==> config.mk <==
export PLATFORM = sky130hd
export DESIGN_NAME = pulse_width_rx
export DESIGN_NICKNAME = d
export VERILOG_FILES = /design/src/rtl/pulse_width_rx.sv
export SDC_FILE = /design/constraint.sdc
export NUM_CORES = 1
export LEC_CHECK = 0
export ABC_CLOCK_PERIOD_IN_PS = 2000
export CAP_MARGIN = 20
export CORE_ASPECT_RATIO = 0.7
export CORE_MARGIN = 2
export CORE_UTILIZATION = 35
export CTS_CLUSTER_DIAMETER = 40
export CTS_CLUSTER_SIZE = 14
export DETAILED_ROUTE_END_ITERATION = 8
export PLACE_DENSITY = 0.57
export SYNTH_ARGS = -nofsm -noshare
export SYNTH_HDL_FRONTEND = slang
export SYNTH_SLANG_ARGS = --single-unit
==> constraint.sdc <==
create_clock -name clk -period 2 [get_ports clk]
set_clock_uncertainty 0.05 [all_clocks]
set_input_delay 0.2 -clock clk [delete_from_list [all_inputs] [get_ports clk]]
set_output_delay 0.2 -clock clk [all_outputs]
set_load 0.005 [all_outputs]
==> src/rtl/pulse_width_rx.sv <==
// pulse_width_rx
//   Measures the high time of each pulse on a clk-synchronous input, in clock
//   cycles. Pulses shorter than MIN_W are rejected with a glitch strobe;
//   pulses longer than the counter range saturate and flag overflow.
//   Accepted pulses are counted in pulse_cnt.
//
//   state   | meaning
//   IDLE    | waiting for a 0->1 transition on din
//   MEASURE | din high, counting high samples
//
// Ports:
//   clk       in   system clock, rising edge
//   rst_n     in   asynchronous active-low reset
//   din       in   pulse input, already synchronous to clk
//   clr       in   synchronous clear of pulse_cnt
//   width     out  high time of the last accepted pulse (saturates at max)
//   valid     out  one-cycle strobe, width/overflow updated
//   overflow  out  last accepted pulse saturated; held until next valid
//   glitch    out  one-cycle strobe, short pulse rejected
//   busy      out  high while measuring
//   pulse_cnt out  accepted-pulse count, wraps silently
module pulse_width_rx #(
  parameter int CNT_W  = 8,
  parameter int MIN_W  = 2,
  parameter int PCNT_W = 16
) (
  input  logic              clk,
  input  logic              rst_n,
  input  logic              din,
  input  logic              clr,
  output logic [CNT_W-1:0]  width,
  output logic              valid,
  output logic              overflow,
  output logic              glitch,
  output logic              busy,
  output logic [PCNT_W-1:0] pulse_cnt
);

  typedef enum logic {IDLE, MEASURE} state_t;

  localparam logic [CNT_W-1:0] CNT_MAX = '1;
  localparam logic [CNT_W-1:0] MIN_CNT = CNT_W'(MIN_W);

  state_t            state;
  logic              din_d;
  logic [CNT_W-1:0]  cnt;
  logic              sat;
  logic              rise;
  logic [PCNT_W-1:0] pcnt_base;

  assign rise = din & ~din_d;

  // clr takes effect first so an accept on the same edge still counts.
  assign pcnt_base = clr ? '0 : pulse_cnt;

  always_ff @(posedge clk or negedge rst_n) begin
    if (!rst_n) begin
      state     <= IDLE;
      // Resetting high means a din already high at release is never measured.
      din_d     <= 1'b1;
      cnt       <= '0;
      sat       <= 1'b0;
      width     <= '0;
      valid     <= 1'b0;
      overflow  <= 1'b0;
      glitch    <= 1'b0;
      busy      <= 1'b0;
      pulse_cnt <= '0;
    end else begin
      din_d     <= din;
      valid     <= 1'b0;
      glitch    <= 1'b0;
      pulse_cnt <= pcnt_base;
      case (state)
        IDLE: begin
          if (rise) begin
            state <= MEASURE;
            cnt   <= CNT_W'(1);
            busy  <= 1'b1;
          end
        end
        MEASURE: begin
          if (din) begin
            if (cnt == CNT_MAX) begin
              sat <= 1'b1;
            end else begin
              cnt <= cnt + CNT_W'(1);
            end
          end else begin
            state <= IDLE;
            busy  <= 1'b0;
            sat   <= 1'b0;
            cnt   <= '0;
            if (cnt >= MIN_CNT) begin
              width     <= cnt;
              overflow  <= sat;
              valid     <= 1'b1;
              pulse_cnt <= pcnt_base + PCNT_W'(1);
            end else begin
              glitch <= 1'b1;
            end
          end
        end
        default: begin
          state <= IDLE;
          busy  <= 1'b0;
        end
      endcase
    end
  end

endmodule

==> qor.csv <==
stage,metric,value,unit
outcome,status,"complete, no violations",
setup_path,worst_ep_required_time,2140,ps
finish,mostFrequentLayoutCell,buf_4,
setup_path,regToRegSetupSlack,120,ps
pwr,power_per_cell_area,672,nW/um2
setup_path,worst-path-max-fanout,4,
detailed_routing,route.vias.total,1647,
finish,layout.core_utilization,52.3,%
floorplan,io-pin-count,32,
pwr,power.share.sequential,47.5,%
detailed_routing,drt_pass1_iterations,4,
pwr,power.clock.fraction,36.0,%
timing,fin_crit,1880,ps
clock_tree,root_buffer,clkbuf_8,
clock_tree,ctsLongestPathBuffers,2,
timing,min_period_over_period,94.1,%
setup_path,path_buf_inv,2,
hold_path,hp-start,clr,
finish,num-nets-final,279,
clock_tree,clock_tree_from_tritoncts,yes,
hold_path,hold_depth,3,
setup_path,max_stage_delay,470,ps
logic_synthesis,syn_nets,205,
logic_synthesis,synth_sequential_area_ratio,50.9,%
pwr,power.net_switching,459,uW
logic_synthesis,synth-edff-count,0,
logic_synthesis,synth_area_per_cell,9.69,um2
clock_tree,clkTransAtPathRegs,90,ps
setup_path,crit_family,simple AND/OR/NAND/NOR gates,
detailed_routing,detail_route.iter0.violations,66,
hold_path,min_to,pulse_cnt[13],
pwr,ir_worst_vdd,0.000358,V
run,max_cap_violations,0,
detailed_routing,drt_drc_violations_left,0,
clock_tree,cts_inserted_buffers,5,
grt,first_global_vias,1549,
logic_synthesis,ys_seq_elements,39,
setup_path,worst_r2r_path_depth,6,
timing,hold_viol,0,
floorplan,floorplan.initialDensity,36.5,%
finish,fin_cells,345,
detailed_routing,postRouteAntennaNets,0,
timing,timing.final.max_slew_violations,0,
finish,share_of_cells_above_drive_strength_1,23.4,%
setup_path,critical_path.startpoint_type,register,
timing,setup_viol,0,
floorplan,core_area,5260,um2
clock_tree,htreeDepth,2,
setup_path,timing.critical_path.to_type,register,
placement,placedCellCount,334,
pwr,switching_share,24.8,%
logic_synthesis,synth_area,1920,um2
hold_path,hold_class,input port to register,
placement,port_buffers,31,
floorplan,placement_rows,22,
placement,gp_congestion,0.777,
timing,grt_setup_unrepaired,false,
pwr,comb_power_share,16.5,%
logic_synthesis,yosysWarningCount,0,
detailed_routing,routed_wire_length,4.44,mm
timing,worst-slew-pin-transition,555,ps
floorplan,floorplan.die_area,6100,um2
setup_path,crit_chain,inv_1 -> ha_1 -> or4_1 -> o21ai_4 -> buf_4 -> mux2_2,
detailed_routing,route.detailed.wl_per_inst,12.9,um
floorplan,floorplan.die.width,92.5,um
grt,globalRouteTotalUtil,16.1,%
logic_synthesis,synth_cells,198,
grt,antenna_found_initial,0,
grt,grt_first_pass_wirelength,7.59,mm
pwr,power.static_leakage,1.24,nW
timing,setup_tns,0,ps
logic_synthesis,dominantRegCellSynth,dfrtp_1,
clock_tree,cts.sinks,39,
timing,slew-limit-headroom,62.6,%
finish,syn2layout_area_growth,43.3,%
detailed_routing,post_drt_via_cell_ratio,4.77,
grt,globalRoute.totalOverflow,0,
setup_path,slowest_stage,or4_1,
setup_path,destination_of_the_worst_register_to_register_timing_path,pulse_cnt[1],
setup_path,setup.worst_path.class,register to register,
logic_synthesis,synth_cell_types,36,
finish,insertedDiodeCount,0,
floorplan,die_h,65.9,um
timing,max_freq,531,MHz
setup_path,rr_startpoint,cnt[0],
clock_tree,clock_insertion_delay_worst_skew,300,ps
placement,place_hpwl,3.32,mm
finish,layout_common_cells,"buf_4 (44), dfrtp_1 (38), nand2_1 (32)",
setup_path,worst-endpoint-arrival,2020,ps
grt,maximum_number_of_pins_on_one_net_before_global_route_repair,40,
pwr,p_int,1.39,mW
logic_synthesis,async_flop_share,100,%
==> power by group through the flow <==
| stage | clock (mW) | combinational [mW] | sequential (mW) |
|---|---|---|---|
| 4_1_cts | 0.689 | 0.302 | 0.879 |
| 6_report | 0.665 | 0.305 | 0.878 |
| 5_1_grt | 0.721 | 0.343 | 0.886 |
| 3_3_place_gp | 0 | 0.298 | 0.894 |
| 3_5_place_dp | 0 | 0.300 | 0.895 |
| 2_1_floorplan | 0 | 0.104 | 0.900 |
==> tightest hold or removal path, cell delays in order <==
cell and delay [ps]:
dlymetal6s2s_1 150, buf_4 230, a21oi_1 60
==> logic make-up (layout without fill, tap and decap cells) <==
kind of cell,Yosys count,count (layout),share of synthesized area (%)
AO/OA/AOI/OAI,30,30,10.5
AND/OR/NAND/NOR,93,93,24.7
XOR/XNOR,11,11,5.02
adder cells (fa/ha/maj),3,3,1.96
buffers and inverters,15,90,3.00
flip-flops,39,39,50.9
multiplexers,7,7,3.85
==> state kept, by name (all words and copies together), names as in the netlist <==
register and flops:
pulse_cnt 16, cnt 8, width 8, busy 1, din_d 1, glitch 1
overflow 1, sat 1, state 1, valid 1
==> routing by layer <==
metal	vias up	global-route usage [%]	part of all wire [%]
met5	-	0	0
met4	0	6.34	0.32
met1	773	24.2	56
li1	842	-	-
met2	30	22.4	41
met3	2	3.19	3.1
==> cell usage after synthesis, types with 2 or more instances <==
master | count | area share (%)
nand3_1 | 10 | 2.6
and3_1 | 2 | 0.65
o31ai_1 | 4 | 1.6
a211oi_1 | 3 | 1.2
nor4_1 | 3 | 0.98
o21ai_0 | 7 | 1.8
or4_1 | 6 | 2.3
xnor2_1 | 10 | 4.6
nor2_1 | 13 | 2.5
a22o_1 | 2 | 0.91
nand2_1 | 32 | 6.3
inv_1 | 6 | 1.2
nand2b_1 | 6 | 2.0
mux2_2 | 3 | 1.8
dfrtp_1 | 38 | 50
a21oi_1 | 8 | 2.1
mux2i_1 | 4 | 2.1
clkbuf_1 | 8 | 1.6
nand4_1 | 3 | 0.98
nor3_1 | 3 | 0.78
nor2b_1 | 9 | 2.9
nand4b_1 | 2 | 0.91
ha_1 | 3 | 2.0
==> worst max-delay path by stage <==
stage	startpoint	to	slack (ps)	cells past startpoint
5_1_grt	state	pulse_cnt[15]	20	5
3_3_place_gp	clr	pulse_cnt[5]	-180	8
3_5_place_dp	clr	pulse_cnt[8]	-250	9
4_1_cts	cnt[0]	pulse_cnt[2]	20	8
2_1_floorplan	cnt[0]	pulse_cnt[7]	100	6
6_report	cnt[0]	pulse_cnt[1]	120	6
==> cell type report <==
type / instances / area [um2]
multi-input cells: 144 / 898
clock inverters: 3 / 43.8
well taps: 72 / 90.1
flip-flops and latches: 39 / 977
repair buffers: 76 / 648
clock buffers: 5 / 68.8
inverters: 6 / 22.5
fillers: 493 / 2510
==> timing repair <==
item	CTS	global route
endpoints found under the hold margin	38	0
endpoints found under the setup margin	0	11
hold buffers	1	0
resized for setup	0	5
setup buffers	0	2
==> stage by stage <==
step | power, mW | instance area (um2) | hold WS (ps) | setup slack (ps)
floorplan | 1.00 | 1920 | -146 | 104
global placement | 1.19 | 2590 | 243 | -183
detailed placement | 1.19 | 2590 | 237 | -251
CTS | 1.87 | 2720 | 436 | 17.0
global route | 1.95 | 2750 | 354 | 17.4
finish | 1.85 | 2750 | 322 | 118
(Power assumes the default switching activity.)
